### config.mk
export PLATFORM = sky130hd
export DESIGN_NAME = cdb_arbiter
export DESIGN_NICKNAME = d
export VERILOG_FILES = /design/src/rtl/cdb_arbiter.sv
export SDC_FILE = /design/constraint.sdc
export NUM_CORES = 1
export LEC_CHECK = 0
export CAP_MARGIN = 10
export CORE_MARGIN = 5
export CORE_UTILIZATION = 45
export CTS_BUF_LIST = sky130_fd_sc_hd__clkbuf_16
export CTS_CLUSTER_DIAMETER = 30
export CTS_CLUSTER_SIZE = 14
export DETAILED_ROUTE_END_ITERATION = 12
export GPL_ROUTABILITY_DRIVEN = 0
export GPL_TIMING_DRIVEN = 0
export PLACE_DENSITY_LB_ADDON = 0.05
export SYNTH_ARGS = -nofsm -noshare
export SYNTH_HDL_FRONTEND = slang
export SYNTH_SLANG_ARGS = --single-unit
### constraint.sdc
create_clock -name clk_in -period 5.6 [get_ports clk_in]
set_input_delay 1.12 -clock clk_in [delete_from_list [all_inputs] [get_ports clk_in]]
set_output_delay 1.12 -clock clk_in [all_outputs]
set_load 0.005 [all_outputs]
### src/rtl/cdb_arbiter.sv
// Buffered CDB arbiter: one FIFO per producer, one registered broadcast per cycle.
// Arbitration is round-robin (ARB_MODE 0) or fixed priority, lowest index first (ARB_MODE 1).

// Per-source result FIFO. Storage has no reset; the pointers and the count
// decide what is valid. Push, pop and clear arrive already qualified by the top.
module cdb_src_fifo #(
  parameter int DEPTH = 2,
  parameter int W     = 35
) (
  input  logic                   clk_in,
  input  logic                   rst_in,
  input  logic                   clr,
  input  logic                   push,
  input  logic                   pop,
  input  logic [W-1:0]           din,
  output logic [W-1:0]           dout,
  output logic [$clog2(DEPTH):0] count
);
  localparam int AW = $clog2(DEPTH);
  localparam int CW = AW + 1;

  logic [W-1:0]  mem_q [DEPTH];
  logic [AW-1:0] rd_q, rd_d, wr_q, wr_d;
  logic [CW-1:0] cnt_q, cnt_d;

  // next pointers and count; a same-edge push and pop leave the count unchanged
  always_comb begin
    rd_d  = rd_q;
    wr_d  = wr_q;
    cnt_d = cnt_q;
    if (clr) begin
      rd_d  = '0;
      wr_d  = '0;
      cnt_d = '0;
    end else begin
      if (push) wr_d = wr_q + AW'(1);
      if (pop)  rd_d = rd_q + AW'(1);
      if (push && !pop)      cnt_d = cnt_q + CW'(1);
      else if (!push && pop) cnt_d = cnt_q - CW'(1);
    end
  end

  // pointer and count state
  always_ff @(posedge clk_in or negedge rst_in) begin
    if (!rst_in) begin
      rd_q  <= '0;
      wr_q  <= '0;
      cnt_q <= '0;
    end else begin
      rd_q  <= rd_d;
      wr_q  <= wr_d;
      cnt_q <= cnt_d;
    end
  end

  // entry storage, written at the tail
  always_ff @(posedge clk_in) begin
    if (push) mem_q[wr_q] <= din;
  end

  assign dout  = mem_q[rd_q];
  assign count = cnt_q;
endmodule

module cdb_arbiter #(
  parameter int N_SRC     = 4,
  parameter int ROB_WIDTH = 3,
  parameter int DATA_W    = 32,
  parameter int BUF_DEPTH = 2,
  parameter int ARB_MODE  = 0
) (
  input  logic                          clk_in,
  input  logic                          rst_in,
  input  logic                          rdy_in,
  input  logic                          flush_signal,
  input  logic [N_SRC-1:0]              src_valid,
  input  logic [N_SRC*ROB_WIDTH-1:0]    src_index,
  input  logic [N_SRC*DATA_W-1:0]       src_data,
  output logic [N_SRC-1:0]              src_ready,
  output logic                          cdb_en,
  output logic [ROB_WIDTH-1:0]          cdb_index,
  output logic [DATA_W-1:0]             cdb_data,
  output logic [$clog2(N_SRC)-1:0]      cdb_src
);
  localparam int SW = $clog2(N_SRC);
  localparam int CW = $clog2(BUF_DEPTH) + 1;
  localparam int EW = ROB_WIDTH + DATA_W;

  logic [N_SRC-1:0][CW-1:0] cnt;
  logic [N_SRC-1:0][EW-1:0] head;
  logic [N_SRC-1:0]         push, pop, nonempty;
  logic                     clr, gnt;
  logic [SW-1:0]            win;

  logic [SW-1:0]        rr_q, rr_d;
  logic                 en_q, en_d;
  logic [ROB_WIDTH-1:0] idx_q, idx_d;
  logic [DATA_W-1:0]    data_q, data_d;
  logic [SW-1:0]        src_q, src_d;

  assign clr = rdy_in && flush_signal;

  // k-th candidate of the scan that starts at base, modulo N_SRC
  function automatic logic [SW-1:0] scan_idx(input logic [SW-1:0] base, input int k);
    int s;
    s = int'(base) + k;
    if (s >= N_SRC) s = s - N_SRC;
    return SW'(s);
  endfunction

  for (genvar i = 0; i < N_SRC; i++) begin : g_src
    logic [EW-1:0] din;
    assign din          = {src_index[i*ROB_WIDTH +: ROB_WIDTH], src_data[i*DATA_W +: DATA_W]};
    assign src_ready[i] = (cnt[i] != CW'(BUF_DEPTH));
    assign nonempty[i]  = (cnt[i] != '0);
    assign push[i]      = rdy_in && !flush_signal && src_valid[i] && src_ready[i];

    cdb_src_fifo #(.DEPTH(BUF_DEPTH), .W(EW)) u_fifo (
      .clk_in (clk_in),
      .rst_in (rst_in),
      .clr    (clr),
      .push   (push[i]),
      .pop    (pop[i]),
      .din    (din),
      .dout   (head[i]),
      .count  (cnt[i])
    );

    // a producer must not present a result to a full FIFO
    a_no_push_full: assert property (@(posedge clk_in) disable iff (!rst_in)
      (rdy_in && !flush_signal && src_valid[i]) |-> src_ready[i]);
  end

  // pick the first non-empty FIFO starting at rr_ptr (or at 0 for fixed priority)
  always_comb begin
    logic [SW-1:0] base;
    logic [SW-1:0] c;
    gnt  = 1'b0;
    win  = '0;
    pop  = '0;
    base = (ARB_MODE == 1) ? '0 : rr_q;
    c    = '0;
    if (rdy_in && !flush_signal) begin
      for (int k = 0; k < N_SRC; k++) begin
        c = scan_idx(base, k);
        if (!gnt && nonempty[c]) begin
          gnt = 1'b1;
          win = c;
        end
      end
    end
    if (gnt) pop[win] = 1'b1;
  end

  // next round-robin pointer and broadcast register contents
  always_comb begin
    rr_d   = rr_q;
    en_d   = en_q;
    idx_d  = idx_q;
    data_d = data_q;
    src_d  = src_q;
    if (rdy_in) begin
      if (flush_signal) begin
        rr_d = '0;
        en_d = 1'b0;
      end else begin
        en_d = gnt;
        if (gnt) begin
          idx_d  = head[win][DATA_W +: ROB_WIDTH];
          data_d = head[win][DATA_W-1:0];
          src_d  = win;
          if (ARB_MODE == 0) rr_d = (win == SW'(N_SRC - 1)) ? '0 : win + SW'(1);
        end
      end
    end
  end

  // pointer and registered CDB
  always_ff @(posedge clk_in or negedge rst_in) begin
    if (!rst_in) begin
      rr_q   <= '0;
      en_q   <= 1'b0;
      idx_q  <= '0;
      data_q <= '0;
      src_q  <= '0;
    end else begin
      rr_q   <= rr_d;
      en_q   <= en_d;
      idx_q  <= idx_d;
      data_q <= data_d;
      src_q  <= src_d;
    end
  end

  assign cdb_en    = en_q;
  assign cdb_index = idx_q;
  assign cdb_data  = data_q;
  assign cdb_src   = src_q;
endmodule

==> results.md, run 1 <==
- Status: completed
- Chip width: 183 microns
- Worst Tran Pin Value: 0.910 ns
- Post-Route WL: 32.8 mm
- Static Leakage: 6.34 nW
- Area grow syn2layout: 37.5%
- Sw Pwr: 2.95 mW
- Post-DRT Antenna Nets: 0
- Post-CTS Setup Bufs: 0
- Slew headroom: 39.4%
- Fin crit period: 4.02 ns
- CTS sink count: 336
- Ports: 190
- CP Launch Type: input pin
- Int Pwr: 7.03 mW
- Tot Pwr: 9.97 mW
- Core footprint: 29600 sq um
- Num CTS Buffers: 70
- Synth Area in Adders: 0.0932%
- Seq cells post-synth: 336
- FILL cells: 2215
- Starting DRT DRC Count: 465
- Commonest non-fill, non-tap cell in the layout: edfxtp_1
- Dominant cell type by area after synthesis: edfxtp_1
- Reg clk slew, reported paths: 0.04 ns
- Synth Cell Area: 13400 sq um
- Main area contributors after synthesis: edfxtp_1, dfrtp_1, mux2_2
- Asr flop ratio synth: 16.7%
- Synth Area in Simple Gates: 5.69%
- Combinational Power Share: 25.7%
- Final clock skew: 0.0200 ns
- Hold Crit Class: reg2reg
- TNS Setup: 0 ns
- Max Slew Vio Count: 0
- EDFF count, synth: 280
- Grt ovf: 0
- Max Freq: 249 MHz
- Critical path class: in2reg
- First-pass GRT wire length: 48.9 mm
- Maximum clock insertion buffer count: 3
- Final nets: 1277
- Htree depth: 3
- Die height: 183 microns
- First-pass DRT Iterations: 4
- Share of the synthesized area in the top cell type: 62.6%
- Gate Count Post-Synth: 860
- Sequential-to-total area share from yosys stat: 73.0%
- CTS tree: built
- Vias/cell: 5.25
- Multi-input gate area: 3420 sq um
- DR WL/cell: 20.9 microns
- Max_cap viols: 0
- All-Layer GR Usage: 19.3%
- Power density cells: 540 nW/um^2
- Final setup viols: 0
- Worst Path Required: 6.00 ns
- Cell Rows: 63
- ANT cells: 0
- Vias in the first global route: 8703
- Largest net degree at the start of global routing: 39
- Resized cells post-CTS: 0
- Initial antenna violation count: 0
- Root Buffer: clkbuf_16
- Endpoint type of the worst setup path: register
- Mux cell area share after synthesis: 11.1%
- DIE AREA: 33400 sq um
- Commonest non-fill, non-tap cells in the layout: edfxtp_1, clkdlybuf4s50_1, nand2_1, clkbuf_16, o211ai_1
- Main combinational cell family by area after synthesis: multiplexers
- Port-buffer cells: 188
- Syn nets: 1009
- Post-route DRC: 0
- Synth Area in Compound Gates: 7.50%
- Sw frac: 29.5%
- Syn avg cell area: 15.6 sq um
- Via count: 8257
- VDD IR-drop max: 0.301 mV
- Number of synthesis warnings: 0
- Ys flop type: edfxtp_1
- Sequential Power Share: 32.2%
- Clock share of power: 42.1%
- Crit Path Max Fanout: 10
- Layout cells sized above 1: 19.1%
- Starting Density: 45.4%
- Synth cell types: 50
- Final hold viol count: 0
- RSZ-0062 raised after global routing: false
- Final worst-path cycle share: 71.8%
- Final HPWL DP: 22.8 mm
- Register area: 9810 sq um
- Clock latency on the worst-skew pair: 0.54 ns
- Hold buffer count at cts: 0
- Crit path arrival time: 4.42 ns
- Xor/xnor share of the synthesized area: 0.717%
-- critical path: stages --
cell and delay [ns]:
clkdlybuf4s50_1 0.57, nor2b_1 0.15, buf_2 0.25, o21ai_4 0.16, nor4_4 0.74, clkbuf_1 0.44
inv_1 0.16, ha_1 0.24, and4b_1 0.17, a41oi_1 0.19, xor2_1 0.17, nor2_1 0.05
-- logic make-up (layout without fill, tap and decap cells) --
logic type               Yosys count  after routing
flip-flops                       336            336
AND/OR/NAND/NOR                  171            171
AO/OA/AOI/OAI                    140            140
multiplexers                     140            140
buffers and inverters             61            384
XOR/XNOR                          11             11
adder cells (fa/ha/maj)            1              1
-- cells in the mapped netlist, drive strengths merged (2+ instances only) --
master and instances:
dfrtp 56, and2 2, o211ai 71, o21ai 8, and3 2, nor4 3, a31oi 37, o32a 2
a21boi 4, a21oi 4, and4b 2, edfxtp 280, or4 3, nand2b 2, clkbuf 27, nand2 84
o31ai 2, nor2 55, o2111ai 2, buf 23, mux2 70, xor2 4, nor3 5, a211oi 3
xnor2 7, mux2i 70, nor2b 5, inv 11, o22ai 3, nand3 3
-- stage by stage --
| stage | instance area [sq um] | hold slack [ns] | instances | util, % | setup WS, ns |
|---|---|---|---|---|---|
| 6_report | 18500 | 0.477 | 1573 | 62.5 | 1.58 |
| 5_1_grt | 18500 | 0.503 | 1573 | 62.5 | 1.38 |
| 4_1_cts | 18500 | 0.483 | 1573 | 62.5 | 1.61 |
| 3_5_place_dp | 16000 | 0.474 | 1446 | 54.2 | 1.02 |
| 3_3_place_gp | 15800 | 0.468 | 1438 | 53.5 | 0.141 |
| 2_1_floorplan | 13400 | 0.471 | 860 | - | 1.79 |
-- per-layer routing --
metal  GRT usage, %  part of all wire [%]  routed length [microns]  up-vias
met5              0                     0                        0        -
met4           5.40                   1.8                      605        0
met3           5.75                   6.3                     2070       49
met2           33.2                    52                    17000      225
met1           23.9                    40                    13100     4112
li1               -                     -                        -     3871
-- state kept, by name, summed over array words and instances (netlist names) --
| signal | count |
|---|---|
| g_src.u_fifo.mem_q | 280 |
| cdb_en | 1 |
| rr_q | 2 |
| g_src.u_fifo.wr_q | 4 |
| g_src.u_fifo.rd_q | 4 |
| cdb_src | 2 |
| g_src.u_fifo.count | 8 |
| cdb_index | 3 |
| cdb_data | 32 |
-- power groups by stage --
| stage | clock, mW | combinational [mW] | sequential, mW |
|---|---|---|---|
| after floorplan | 0 | 1.50 | 3.20 |
| after global placement | 0 | 2.56 | 3.24 |
| after detailed placement | 0 | 2.60 | 3.24 |
| after CTS | 4.26 | 2.62 | 3.20 |
| after global routing | 4.41 | 2.78 | 3.23 |
| final | 4.20 | 2.56 | 3.21 |
-- layout make-up --
cell class / instances / area share (%)
multi-input cells: 463 / 18.5
repair buffers: 196 / 11.0
clock buffers: 75 / 10.2
inverters: 11 / 0.224
plain buffers: 50 / 1.15
well taps: 390 / 2.64
clock inverters: 52 / 3.12
flip-flops and latches: 336 / 53.1
-- path summary, 6_finish.rpt --
kind / cells after the start / slack [ns] / startpoint / to
setup / recovery: 12 / 1.58 / rdy_in / g_src[2].u_fifo.count[1]
hold / removal: 2 / 0.48 / cdb_src[0] / cdb_src[0]
setup reg to reg: 10 / 2.48 / g_src[3].u_fifo.count[1] / g_src[2].u_fifo.count[1]
hold reg to reg: 2 / 0.48 / cdb_src[0] / cdb_src[0]
max in group asynchronous: 2 / 4.45 / rst_in / cdb_data[29]
min in group asynchronous: 1 / 0.55 / rst_in / cdb_data[2]
No activity file was read; power rests on OpenSTA's default activity.
==> inputs of run 2 (changes only) <==
==> constraint.sdc (replaced) <==
create_clock -name clk_in -period 3.2 [get_ports clk_in]
set_input_delay 0.64 -clock clk_in [delete_from_list [all_inputs] [get_ports clk_in]]
set_output_delay 0.64 -clock clk_in [all_outputs]
set_load 0.005 [all_outputs]
==> results.md, run 2 (synthesis results as in run 1) <==
- Power density cells: 940 nW/um^2
- Placed cell area: 16000 sq um
- Final setup viols: 0
- Vias in the first global route: 8848
- Maximum clock insertion buffer count: 3
- Register bank with the most flops: g_src.u_fifo.mem_q
- ANT cells: 0
- Final HPWL DP: 22.4 mm
- Int Pwr: 12.1 mW
- All-Layer GR Usage: 19.2%
- Die height: 183 microns
- Crit Path Max Fanout: 10
- Sequential Power Share: 32.2%
- Max Freq: 331 MHz
- Cells after DPL: 1446
- Post-route DRC: 0
- Vias/cell: 5.26
- CTS sink count: 336
- Root Buffer: clkbuf_16
- Post-DRT Antenna Nets: 0
- Worst Path Required: 3.61 ns
- Critical path's most frequent cell: buf_2
- Final clock skew: 0.0156 ns
- Commonest non-fill, non-tap cell in the layout: edfxtp_1
- Tot Pwr: 17.4 mW
- Crit path arrival time: 3.43 ns
- Commonest non-fill, non-tap cells in the layout: edfxtp_1, clkdlybuf4s50_1, nand2_1, clkbuf_16, o211ai_1
- Starting Density: 45.4%
- CP Launch Type: input pin
- Htree depth: 3
- Hold buffer count at cts: 0
- First-pass GRT wire length: 49.0 mm
- Final hold viol count: 0
- Status: completed
- Fin crit period: 3.02 ns
- CTS tree: built
- Layout cells sized above 1: 19.4%
- Hold Crit Class: in2async
- Static Leakage: 6.39 nW
- DIE AREA: 33400 sq um
- Max Slew Vio Count: 0
- TNS Setup: 0 ns
- FILL cells: 2226
- Max FFs per register: 280
- Critical path class: in2reg
- Port-buffer cells: 188
- Non-Filler Instances: 1584
- Starting DRT DRC Count: 481
- Initial antenna violation count: 0
- DR WL/cell: 20.4 microns
- RSZ-0062 raised after global routing: false
- Area grow syn2layout: 37.8%
- Cell Rows: 63
- Sw Pwr: 5.28 mW
- Post-Route WL: 32.4 mm
- Clock share of power: 41.8%
- Crit path cell chain: clkdlybuf4s50_1, nor2b_1, buf_2, o21ai_4, nor4_4, buf_2, inv_1, ha_1, and4b_1, a41oi_1, xor2_1, nor2_1
- Chip width: 183 microns
- Endpoint type of the worst setup path: register
- Final Cell Area: 18500 sq um
- Num CTS Buffers: 76
- Ports: 190
- Sw frac: 30.4%
- Reg clk slew, reported paths: 0.05 ns
- Slowest stage delay, CP: 0.60 ns
- Grt ovf: 0
- Combinational Power Share: 26.0%
- Clock latency on the worst-skew pair: 0.56 ns
- Delay-heaviest family, CP: buffers and inverters
- Core footprint: 29600 sq um
- Largest net degree at the start of global routing: 38
- CP max stage cell: clkdlybuf4s50_1
- Final nets: 1284
- Via count: 8326
- VDD IR-drop max: 0.419 mV
- Final worst-path cycle share: 94.5%
- Max_cap viols: 0
- Buf/Inv on CP: 4
- Worst Tran Pin Value: 0.890 ns
- First-pass DRT Iterations: 5
- Slew headroom: 40.7%
run 2: cell type report:
class	count	area [sq um]	area share (%)
sequential	336	9810	53.0
inverter	11	41.3	0.223
clock buffer	78	1950	10.5
timing repair buffer	197	2040	11.0
tap	390	488	2.64
clock inverter	59	528	2.85
buffer	50	213	1.15
multi-input combinational	463	3430	18.5
run 2: worst paths after layout:
path / depth (start not counted) / endpoint / slack [ns] / start
worst max-delay path: 12 / g_src[2].u_fifo.count[1] / 0.18 / rdy_in
worst min-delay path: 1 / cdb_index[0] / 0.06 / rst_in
worst max register to register: 12 / g_src[2].u_fifo.count[1] / 0.26 / g_src[3].u_fifo.count[1]
worst min register to register: 2 / cdb_src[0] / 0.47 / cdb_src[0]
max in group asynchronous: 2 / cdb_data[25] / 2.55 / rst_in
min in group clk_in: 2 / g_src[1].u_fifo.count[1] / 0.42 / flush_signal
run 2: per-layer routing:
metal | track usage [%] | wire, microns
met3 | 5.20 | 1980
met4 | 7.08 | 820
met2 | 32.9 | 16700
met5 | 0 | 0
met1 | 23.4 | 12900
run 2: stage by stage:
stage          setup slack, ns  util, %  hold WS [ns]
2_1_floorplan          -0.0154        -         0.344
3_3_place_gp             -1.78     53.5         0.468
3_5_place_dp            -0.907     54.2         0.467
4_1_cts                 0.0176     62.6        0.0605
5_1_grt                 0.0212     62.6        0.0902
6_report                 0.177     62.6        0.0580
run 2: power by group through the flow:
stage | Combinational [mW] | Clock (mW) | Sequential [mW]
2_1_floorplan | 2.63 | 0 | 5.59
3_3_place_gp | 4.48 | 0 | 5.67
3_5_place_dp | 4.56 | 0 | 5.66
4_1_cts | 4.60 | 7.39 | 5.60
5_1_grt | 4.90 | 7.64 | 5.66
6_report | 4.52 | 7.27 | 5.60
run 2: timing repair:
action | CTS | global route
pin swaps | 1 | 0
resized for setup | 0 | 4
gates cloned | 0 | 0
setup endpoints to repair | 3 | 1
buffers inserted | 1 | 0
==> inputs of run 3 (changes only) <==
--- a/config.mk
+++ b/config.mk
@@ -15,6 +15,7 @@
 export GPL_ROUTABILITY_DRIVEN = 0
 export GPL_TIMING_DRIVEN = 0
 export PLACE_DENSITY_LB_ADDON = 0.05
+export SLEW_MARGIN = 40
 export SYNTH_ARGS = -nofsm -noshare
 export SYNTH_HDL_FRONTEND = slang
 export SYNTH_SLANG_ARGS = --single-unit
==> results.md, run 3 (synthesis results as in run 1) <==
- Status: completed
- Commonest non-fill, non-tap cell in the layout: edfxtp_1
- Htree depth: 3
- Post-route DRC: 0
- Hold Crit Class: in2reg
- Max Slew Vio Count: 0
- Final worst-path cycle share: 93.8%
- Vias/cell: 5.21
- ANT cells: 0
- Hold path startpoint: flush_signal
- Area grow syn2layout: 39.1%
- Fin crit period: 3.00 ns
- Cells after DPL: 1452
- Max_cap viols: 0
- CTS sink count: 336
- Worst Tran Pin Value: 0.775 ns
- CP Launch Type: input pin
- Reg-to-reg slack, setup: 0.23 ns
- Multi-input gate area: 3420 sq um
- Pre-CTS setup slack: -0.882 ns
- Hold worst-path end: g_src[1].u_fifo.count[1]
- TNS Setup: 0 ns
- Post-Route WL: 32.4 mm
- Ports: 190
- Worst Path Required: 3.62 ns
- R2r startpoint: g_src[2].u_fifo.count[0]
- Final clock skew: 0.0177 ns
- Starting DRT DRC Count: 466
- DR WL/cell: 20.4 microns
- Num CTS Buffers: 74
- Die height: 183 microns
- Crit path arrival time: 3.42 ns
- Grt ovf: 0
- Reg clk slew, reported paths: 0.05 ns
- CP max stage cell: clkdlybuf4s50_1
- Endpoint type of the worst setup path: register
- Port-buffer cells: 188
- RSZ-0062 raised after global routing: false
- Final hold viol count: 0
- Max Freq: 333 MHz
- Slowest stage delay, CP: 0.61 ns
- Final WS setup: 0.198 ns
- Final Util: 63.2%
- Final setup viols: 0
- Maximum clock insertion buffer count: 3
- Hold Path Stages: 2
- Core footprint: 29600 sq um
- Max FFs per register: 280
- Clock latency on the worst-skew pair: 0.57 ns
- Final HPWL DP: 22.7 mm
- FILL cells: 2244
- Layout cells sized above 1: 19.7%
- Chip width: 183 microns
- DIE AREA: 33400 sq um
- Cell Rows: 63
- Buf/Inv on CP: 4
- Crit path cell chain: clkdlybuf4s50_1, nor2b_1, buf_2, o21ai_4, nor4_4, clkbuf_2, inv_1, ha_1, and4b_1, a41oi_1, xor2_1, nor2_1
- Critical path class: in2reg
- Slew headroom: 48.3%
- Register bank with the most flops: g_src.u_fifo.mem_q
- Starting Density: 45.4%
- First-pass DRT Iterations: 5
- Initial antenna violation count: 0
- CTS tree: built
- Via count: 8291
- All-Layer GR Usage: 19.3%
- Crit Path Max Fanout: 10
- Reg-to-reg endpoint: g_src[2].u_fifo.count[1]
- Delay-heaviest family, CP: buffers and inverters
- Vias in the first global route: 8814
- Root Buffer: clkbuf_16
- Static Leakage: 6.44 nW
- Final nets: 1289
- Power density cells: 938 nW/um^2
- Post-DRT Antenna Nets: 0
- R2R cell count: 11
- Largest net degree at the start of global routing: 41
- Commonest non-fill, non-tap cells in the layout: edfxtp_1, clkdlybuf4s50_1, nand2_1, clkbuf_16, o211ai_1
- VDD IR-drop max: 0.523 mV
- Non-Filler Instances: 1591
- First-pass GRT wire length: 49.0 mm
- Register area: 9810 sq um
- Tot Pwr: 17.5 mW
## run 3: power breakdown
| part | switching [mW] | total [mW] | internal (mW) |
|---|---|---|---|
| sequential | 0.323 | 5.60 | 5.28 |
| combinational | 2.58 | 4.54 | 1.96 |
| clock | 2.38 | 7.38 | 5.00 |
## run 3: area by class of cell
type / count / share of cell area (%)
clock inverters: 62 / 3.29
multi-input cells: 463 / 18.3
well taps: 390 / 2.61
repair buffers: 204 / 11.8
clock buffers: 75 / 10.0
inverters: 11 / 0.221
plain buffers: 50 / 1.14
flip-flops and latches: 336 / 52.5
## run 3: routing by layer
metal  wire length [microns]  GRT usage, %
met5                       0             0
met4                     958          7.84
met3                    2140          5.30
met2                   16600          33.0
met1                   12700          23.2
## run 3: what timing repair did
action,4_1_cts,5_1_grt
setup endpoints to repair,3,1
cloned,0,0
endpoints found under the hold margin,16,0
pin swaps,1,0
resized for setup,0,2
buffers inserted,1,0
hold buffers,1,0
## run 3: worst max path at each step
stage	to	slack, ns	cells past startpoint	startpoint
final	g_src[2].u_fifo.count[1]	0.20	12	rdy_in
after global routing	cdb_data[26]	0.0007	10	rdy_in
after CTS	g_src[2].u_fifo.count[1]	0.05	12	rdy_in
after detailed placement	g_src[2].u_fifo.count[1]	-0.88	12	rdy_in
after global placement	g_src[2].u_fifo.mem_q[0][20]	-1.78	5	rdy_in
after floorplan	g_src[2].u_fifo.mem_q[0][0]	-0.02	5	flush_signal
## run 3: worst register-to-register path, cell delays in order (launching register included)
cell and delay, ns:
dfrtp_1 0.44, or4_4 0.60, a21boi_2 0.22, nand2_2 0.23, inv_2 0.07, buf_2 0.20
buf_2 0.22, ha_1 0.23, and4b_1 0.17, a41oi_1 0.19, xor2_1 0.20, nor2_1 0.06
## run 3: stage by stage
| step | hold slack (ns) | area, sq um |
|---|---|---|
| after floorplan | 0.344 | 13400 |
| after global placement | 0.468 | 15800 |
| after detailed placement | 0.468 | 16200 |
| after CTS | 0.386 | 18700 |
| after global routing | 0.414 | 18700 |
| final | 0.408 | 18700 |
